==> src/rtl/aes_rnd_delay_pkg.sv <==
// rtl/aes_rnd_delay_pkg.sv - shared constants and state type for the random-delay start gate
package aes_rnd_delay_pkg;

  localparam int RND_W_DEF     = 13;
  localparam int DLY_W_DEF     = 4;
  localparam int MIN_DLY_DEF   = 1;
  localparam int STUCK_LIM_DEF = 8;

  typedef enum logic [1:0] {
    ST_IDLE = 2'd0,
    ST_WAIT = 2'd1,
    ST_FIRE = 2'd2
  } state_t;

endpackage

==> src/rtl/rng_health_mon.sv <==
// rtl/rng_health_mon.sv - stuck-at detector on the rnd stream with sticky fault
module rng_health_mon
  import aes_rnd_delay_pkg::*;
#(
  parameter int RND_W     = RND_W_DEF,
  parameter int STUCK_LIM = STUCK_LIM_DEF
) (
  input  logic             clock,
  input  logic             reset,
  input  logic [RND_W-1:0] rnd,
  output logic             rng_fault
);

  localparam int SC_W = $clog2(STUCK_LIM) + 1;
  // stuck_cnt counts equal compares; STUCK_LIM words means STUCK_LIM-1 compares
  localparam logic [SC_W-1:0] SAT  = SC_W'(STUCK_LIM - 1);
  localparam logic [SC_W-1:0] TRIP = SC_W'(STUCK_LIM - 2);

  logic [RND_W-1:0] rnd_prev;
  logic [SC_W-1:0]  stuck_cnt;

  // track previous word, count consecutive repeats, latch the fault
  always_ff @(posedge clock) begin
    if (reset) begin
      rnd_prev  <= '0;
      stuck_cnt <= '0;
      rng_fault <= 1'b0;
    end else begin
      rnd_prev <= rnd;
      if (rnd == rnd_prev) begin
        if (stuck_cnt != SAT) begin
          stuck_cnt <= stuck_cnt + 1'b1;
        end
        if (stuck_cnt >= TRIP) begin
          rng_fault <= 1'b1;
        end
      end else begin
        stuck_cnt <= '0;
      end
    end
  end

endmodule

==> src/rtl/aes_rnd_delay.sv <==
// rtl/aes_rnd_delay.sv - random-delay start gate with dummy enable and rng health check
module aes_rnd_delay
  import aes_rnd_delay_pkg::*;
#(
  parameter int RND_W     = RND_W_DEF,
  parameter int DLY_W     = DLY_W_DEF,
  parameter int MIN_DLY   = MIN_DLY_DEF,
  parameter int STUCK_LIM = STUCK_LIM_DEF
) (
  input  logic             clock,
  input  logic             reset,
  input  logic [RND_W-1:0] rnd,
  input  logic             start_in,
  output logic             start_out,
  output logic             busy,
  output logic             dummy_en,
  output logic             overrun,
  output logic             rng_fault
);

  localparam logic [DLY_W:0] CNT_ONE = (DLY_W+1)'(1);
  localparam logic [DLY_W:0] MIN_V   = (DLY_W+1)'(MIN_DLY);

  state_t         state, state_nx;
  logic [DLY_W:0] cnt, cnt_nx;
  logic           pending, pending_nx;
  logic           overrun_q, overrun_nx;
  logic           dummy_q, dummy_nx;
  logic [DLY_W-1:0] d_sel;
  logic [DLY_W:0]   load_val;

  rng_health_mon #(
    .RND_W     (RND_W),
    .STUCK_LIM (STUCK_LIM)
  ) u_health (
    .clock     (clock),
    .reset     (reset),
    .rnd       (rnd),
    .rng_fault (rng_fault)
  );

  // a faulty RNG cannot be trusted for timing, so fall back to the longest delay
  assign d_sel    = rng_fault ? '1 : rnd[DLY_W-1:0];
  assign load_val = MIN_V + {1'b0, d_sel};

  // state, counter and flag registers
  always_ff @(posedge clock) begin
    if (reset) begin
      state     <= ST_IDLE;
      cnt       <= '0;
      pending   <= 1'b0;
      overrun_q <= 1'b0;
      dummy_q   <= 1'b0;
    end else begin
      state     <= state_nx;
      cnt       <= cnt_nx;
      pending   <= pending_nx;
      overrun_q <= overrun_nx;
      dummy_q   <= dummy_nx;
    end
  end

  // next-state, counter reload/decrement and request queuing
  always_comb begin
    state_nx   = state;
    cnt_nx     = cnt;
    pending_nx = pending;
    overrun_nx = overrun_q;
    case (state)
      ST_IDLE: begin
        if (start_in) begin
          cnt_nx   = load_val;
          state_nx = ST_WAIT;
        end
      end
      ST_WAIT: begin
        if (cnt == CNT_ONE) begin
          state_nx = ST_FIRE;
        end else begin
          cnt_nx = cnt - 1'b1;
        end
        // one request may be held; a second one while held is lost
        if (start_in) begin
          if (pending) begin
            overrun_nx = 1'b1;
          end else begin
            pending_nx = 1'b1;
          end
        end
      end
      ST_FIRE: begin
        if (pending || start_in) begin
          cnt_nx     = load_val;
          state_nx   = ST_WAIT;
          pending_nx = 1'b0;
        end else begin
          state_nx = ST_IDLE;
        end
      end
      default: begin
        state_nx = ST_IDLE;
      end
    endcase
    // loaded from the next state so the enable lines up with the WAIT cycles
    dummy_nx = (state_nx == ST_WAIT) & rnd[RND_W-1];
  end

  assign start_out = (state == ST_FIRE);
  assign busy      = (state != ST_IDLE);
  assign overrun   = overrun_q;
  assign dummy_en  = dummy_q & ~rng_fault;

endmodule
==> config.mk <==
export PLATFORM = sky130hd
export DESIGN_NAME = aes_rnd_delay
export DESIGN_NICKNAME = d
export VERILOG_FILES = /design/src/rtl/aes_rnd_delay_pkg.sv /design/src/rtl/rng_health_mon.sv /design/src/rtl/aes_rnd_delay.sv
export SDC_FILE = /design/constraint.sdc
export NUM_CORES = 1
export LEC_CHECK = 0
export CAP_MARGIN = 10
export CORE_AREA = 4 4 66 80
export DETAILED_ROUTE_END_ITERATION = 6
export DIE_AREA = 0 0 70 84
export MAX_ROUTING_LAYER = met4
export PLACE_DENSITY = 0.52
export SLEW_MARGIN = 20
export SYNTH_ARGS = -nofsm -noshare
export SYNTH_HDL_FRONTEND = slang
export SYNTH_SLANG_ARGS = --single-unit
==> constraint.sdc <==
create_clock -name clock -period 1.4 [get_ports clock]
set_clock_uncertainty 0.05 [all_clocks]
set_input_delay 0.28 -clock clock [delete_from_list [all_inputs] [get_ports clock]]
set_output_delay 0.28 -clock clock [all_outputs]
set_load 0.005 [all_outputs]
==> impl_metrics.py, run 1 <==
metrics = {
    "cts": {
        "clk_latency_ns": 0.27,
        "ctsHtreeMaxLevel": 1,
        "cts_hold_buffers": 0,
        "path_clk_slew_ns": 0.10,
        "numCtsBuffers": 3,
        "cts-root-buf": "clkbuf_8",
        "clock_path_buffers": 2,
        "cts_tree": "yes",
        "clkSinkCount": 28,
    },
    "detailed_routing": {
        "ant_nets": 0,
        "drt_first_pass_iters": 4,
        "via_count": 1129,
        "via_per_inst": 4.68,
        "post_drt_wl_per_cell_um": 13.2,
        "drt_iter0_markers": 33,
        "routed_wl_mm": 3.18,
        "remaining_drc_errors": 0,
    },
    "power_and_ir_drop": {
        "vdd.ir_drop.worst_mv": 0.393,
        "powerDensity_nw_per_um2": 1020,
        "p_leak_nw": 0.790,
        "switchingPower_uw": 509,
        "swShare_pct": 25.9,
        "p_int_mw": 1.45,
        "total_power_mw": 1.96,
        "clockPowerShare_pct": 32.7,
        "power_frac_comb_pct": 22.4,
        "p_seq_share_pct": 44.9,
    },
    "synth": {
        "ys_ff_latch": 28,
        "avgSynthCellArea_um2": 9.41,
        "synth.distinct_cells": 37,
        "syn_nets": 162,
        "syn_area_um2": 1330,
        "synthCells": 141,
        "ys_warn_count": 0,
        "synth-seq-area-share_pct": 42.3,
    },
    "worst_setup_path": {
        "worstPathArrival_ns": 1.54,
        "crit_path_end_kind": "register",
        "cp_max_fo": 3,
        "slowest_stage": "dfxtp_2",
        "slowest_delay_ns": 0.34,
        "critPathTopFamily": "simple AND/OR/NAND/NOR gates",
        "crit_chain": "inv_2 -> ha_4 -> nor4b_4 -> o22ai_2 -> buf_4 -> nand3_2 -> a21oi_2",
        "required_ns": 1.53,
        "start_kind": "register",
        "path_buf_inv": 2,
        "crit_type": "reg -> reg",
    },
    "timing": {
        "hold-worst-slack_ns": 0.322,
        "hold_viol": 0,
        "relSlewSlack_pct": 76.6,
        "finalCritPeriodShare_pct": 101,
        "tns_ns": -0.0285,
        "final-max-slew-violation-count": 0,
        "grt_setup_unrepaired": "yes",
        "period_minus_slack_ns": 1.41,
        "worstMarginPinSlew_ns": 0.349,
        "final.setup.worst_slack_ns": -0.0146,
        "setup_viol_count_final": 3,
        "fmax_mhz": 707,
    },
    "die": {
        "die_x_um": 70,
        "dieArea_um2": 5880,
        "start_util_pct": 29.3,
        "row_count": 27,
        "io_pins": 21,
        "die_y_um": 84,
        "core_um2": 4530,
    },
    "global_route": {
        "antenna_found_initial": 0,
        "first_global_vias": 1207,
        "gr-total-overflow": 0,
        "grt_pass1_wl_mm": 5.24,
        "track_usage_pct": 11.2,
        "grt_start_max_net_pins": 17,
    },
    "layout": {
        "final_cell_count_no_fill": 241,
        "n_fill_cell": 458,
        "final_util_pct": 42.5,
        "nets": 205,
        "syn2layout_area_growth_pct": 44.9,
        "drive_gt1_share_pct": 33.9,
        "antenna_cells": 0,
        "fin_area_um2": 1920,
        "final_common_cell": "dfxtp_1",
        "layout_common_cells": "dfxtp_1 (23), buf_4 (19), nor2b_1 (16), nor2_1 (15), xor2_1 (13)",
    },
    "outcome": {
        "outcome": "complete, but fails checks",
        "violations": "negative setup slack",
    },
    "place": {
        "placed_cells": 234,
        "gp_congestion": 0.884,
        "place_area_um2": 1720,
        "place_ws_ns": -0.421,
        "port_buffers": 20,
        "hpwl_mm": 2.28,
    },
    "run": {
        "drv_cap": 0,
    },
    "worst_hold_path": {
        "hold_class": "in -> reg",
    },
}
-- flip-flops by register name (all words and copies together), names as in the netlist --
name	cells
u_health.rnd_prev	13
cnt	5
u_health.stuck_cnt	4
state	2
dummy_q	1
overrun	1
pending	1
u_health.rng_fault	1
-- synthesized netlist by cell type --
master    instances  area, um^2
a211oi_1          1        7.51
a211oi_2          1        12.5
a21oi_1           9        45.0
a21oi_2           1        8.76
a31oi_1           1        6.26
a32oi_1           1        8.76
and2_1            1        6.26
and4b_1           1        10.0
buf_4             1        7.51
buf_6             1        11.3
clkbuf_1          2        7.51
dfxtp_1          28         561
ha_1              5        62.6
inv_1             4        15.0
nand2_1           1        3.75
nand2b_1          1        6.26
nand3_1           4        20.0
nand3b_1          2        15.0
nand4_2           1        12.5
nor2_1           18        67.6
nor2b_1          18         113
nor3_1            3        15.0
nor3b_1           1        7.51
nor4_1            2        12.5
nor4_2            2        25.0
nor4b_4           1        23.8
o211ai_1          1        7.51
o21a_1            1        7.51
o21ai_0           1        5.00
o21ai_1           4        20.0
o22a_2            1        10.0
o22ai_1           1        6.26
o22ai_2           1        12.5
o31ai_1           1        7.51
or2_2             3        18.8
xnor2_1           3        26.3
xor2_1           13         114
-- final timing paths --
kind | to | from | slack [ns] | cells after the start
worst min-delay path | u_health.rnd_prev[8] | rnd[8] | 0.32 | 2
worst max register to register | cnt[0] | cnt[1] | -0.01 | 7
worst min register to register | overrun | overrun | 0.44 | 2
worst max-delay path | cnt[0] | cnt[1] | -0.01 | 7
-- final cells by class --
cell class | instances | area [um^2] | share of cell area, %
Clock buffer | 3 | 41.3 | 2.15
Clock inverter | 1 | 30.0 | 1.56
Inverter | 4 | 17.5 | 0.911
Multi-Input combinational cell | 105 | 835 | 43.4
Sequential cell | 28 | 569 | 29.6
Tap cell | 58 | 72.6 | 3.78
Timing Repair Buffer | 42 | 357 | 18.6
-- cells by family (layout without fill, tap and decap cells) --
group	Yosys count	after routing	synth area share, %
DFF	28	28	42.3
buffers and inverters	8	50	3.11
adders and majority gates	5	5	4.72
xor gates and xnor gates	16	16	10.6
AOI/OAI and AO/OA	25	25	12.5
and+or+nand+nor	59	59	26.9
-- routing by layer --
metal	wire length, um	track usage, %
met5	0	-
met4	67	4.18
met2	1730	20.3
met1	1280	12.1
met3	96	1.93
-- what timing repair did --
item,CTS,global route
gates resized for setup,41,17
buffers inserted,3,0
pin swaps,15,9
endpoints found under the setup margin,16,11
-- power groups by stage --
stage,logic (mW),registers (mW),clock network [mW]
after floorplan,0.201,0.891,0
after global placement,0.361,0.891,0
after detailed placement,0.366,0.893,0
after CTS,0.406,0.879,0.663
after global routing,0.480,0.886,0.695
final,0.439,0.880,0.642
No activity file was read; power rests on OpenSTA's default activity.
==> inputs of run 2 (changes only) <==
--- a/config.mk
+++ b/config.mk
@@ -8,7 +8,8 @@
 export CAP_MARGIN = 10
-export CORE_AREA = 4 4 66 80
+export CORE_AREA = 4 4 54 66
 export DETAILED_ROUTE_END_ITERATION = 6
-export DIE_AREA = 0 0 70 84
+export DIE_AREA = 0 0 58 70
 export MAX_ROUTING_LAYER = met4
-export PLACE_DENSITY = 0.52
+export PLACE_DENSITY = 0.72
+export SKIP_LAST_GASP = 1
 export SLEW_MARGIN = 20
--- a/constraint.sdc
+++ b/constraint.sdc
@@ -4,2 +4,2 @@
 set_output_delay 0.28 -clock clock [all_outputs]
-set_load 0.005 [all_outputs]
+set_load 0.01 [all_outputs]
==> impl_metrics.py, run 2 (same netlist as run 1, synthesis figures left out) <==
metrics = {
    "layout": {
        "largest-register": "u_health.rnd_prev",
        "top_regs": "u_health.rnd_prev x13, cnt x5, u_health.stuck_cnt x4",
        "largest_reg_flops": 13,
        "final_common_cell": "dfxtp_1",
        "antenna_cells": 0,
        "fin_area_um2": 1920,
        "nets": 208,
        "final_cell_count_no_fill": 222,
        "drive_gt1_share_pct": 34.9,
        "layout_common_cells": "dfxtp_1 (22), buf_4 (21), nor2b_1 (17), nor2_1 (17), xor2_1 (13)",
        "syn2layout_area_growth_pct": 44.4,
    },
    "detailed_routing": {
        "drt_first_pass_iters": 4,
        "remaining_drc_errors": 0,
        "drt_iter0_markers": 11,
        "via_count": 1159,
        "ant_nets": 0,
        "via_per_inst": 5.22,
        "routed_wl_mm": 3.25,
        "post_drt_wl_per_cell_um": 14.6,
    },
    "worst_setup_path": {
        "crit_chain": "inv_2 -> ha_4 -> nor4b_4 -> buf_4 -> o22ai_4 -> buf_6 -> and2_4",
        "required_ns": 1.59,
        "critPathTopFamily": "buffers and inverters",
        "path_buf_inv": 3,
        "worstPathArrival_ns": 1.62,
        "crit_path_end_kind": "register",
        "crit_type": "reg -> reg",
        "start_kind": "register",
        "cp_max_fo": 5,
        "slowest_delay_ns": 0.35,
        "slowest_stage": "dfxtp_2",
    },
    "place": {
        "hpwl_mm": 2.27,
        "place_ws_ns": -0.393,
        "gp_congestion": 0.846,
        "placed_cells": 213,
        "place_area_um2": 1710,
        "port_buffers": 20,
    },
    "die": {
        "row_count": 22,
        "die_y_um": 70,
        "die_x_um": 58,
        "io_pins": 21,
        "core_um2": 2970,
        "dieArea_um2": 4060,
        "start_util_pct": 44.6,
    },
    "timing": {
        "hold_viol": 0,
        "final-max-slew-violation-count": 0,
        "tns_ns": -0.0529,
        "worstMarginPinSlew_ns": 0.376,
        "setup_viol_count_final": 5,
        "period_minus_slack_ns": 1.43,
        "fmax_mhz": 699,
        "finalCritPeriodShare_pct": 102,
        "relSlewSlack_pct": 75.0,
        "final.setup.worst_slack_ns": -0.0316,
        "grt_setup_unrepaired": "yes",
    },
    "global_route": {
        "track_usage_pct": 16.4,
        "gr-total-overflow": 0,
        "first_global_vias": 1175,
        "antenna_found_initial": 0,
        "grt_pass1_wl_mm": 5.22,
        "grt_start_max_net_pins": 17,
    },
    "cts": {
        "cts_hold_buffers": 0,
        "cts_tree": "yes",
        "clock_path_buffers": 2,
        "clkSinkCount": 28,
        "path_clk_slew_ns": 0.15,
        "ctsHtreeMaxLevel": 1,
        "numCtsBuffers": 3,
        "clk_latency_ns": 0.32,
        "cts-root-buf": "clkbuf_4",
    },
    "power_and_ir_drop": {
        "vdd.ir_drop.worst_mv": 0.630,
        "powerDensity_nw_per_um2": 984,
        "p_leak_nw": 0.806,
    },
    "run": {
        "drv_cap": 0,
    },
    "outcome": {
        "violations": "negative setup slack",
        "outcome": "complete, but fails checks",
    },
    "worst_hold_path": {
        "hold_class": "in -> reg",
    },
}
run 2: timing repair:
| action | in CTS | in global routing |
|---|---|---|
| resized for setup | 38 | 21 |
| setup endpoints to repair | 11 | 13 |
| pin swaps | 13 | 12 |
| gates cloned | 0 | 0 |
| setup buffers | 3 | 2 |
run 2: cell type report:
class                           instances  area [um^2]
Inverter                                4         17.5
Sequential cell                        28          576
Clock buffer                            3         22.5
Timing Repair Buffer                   45          393
Fill cell                             263         1060
Clock inverter                          1         30.0
Multi-Input combinational cell        105          832
Tap cell                               36         45.0
run 2: final timing paths:
kind,cells past startpoint,endpoint,startpoint,slack (ns)
hold / removal,2,u_health.rnd_prev[5],rnd[5],0.17
setup / recovery,7,dummy_q,cnt[1],-0.03
setup reg to reg,7,dummy_q,cnt[1],-0.03
hold reg to reg,2,overrun,overrun,0.45
run 2: report_power, final:
part	total (mW)	switching (mW)	internal, mW	leakage [nW]
registers	0.876	0.0335	0.842	0.234
clock network	0.528	0.238	0.289	0.0279
logic	0.482	0.225	0.257	0.545
total	1.89	0.496	1.39	0.806
run 2: per-stage QoR:
step | power [mW] | hold slack, ns | utilization [%]
after floorplan | 1.09 | 0.302 | -
after global placement | 1.27 | 0.417 | 57.5
after detailed placement | 1.27 | 0.425 | 57.5
after CTS | 1.85 | 0.285 | 61.8
after global routing | 1.98 | 0.173 | 64.4
final | 1.89 | 0.172 | 64.4
run 2: layer usage:
metal  vias to the layer above  track usage, %  part of all wire, %
met1                       559            17.5                   40
met4                         0            4.64                  2.0
met3                         6            2.22                  3.4
met2                        24            30.7                   54
met5                         -               -                    0
li1                        570               -                    -
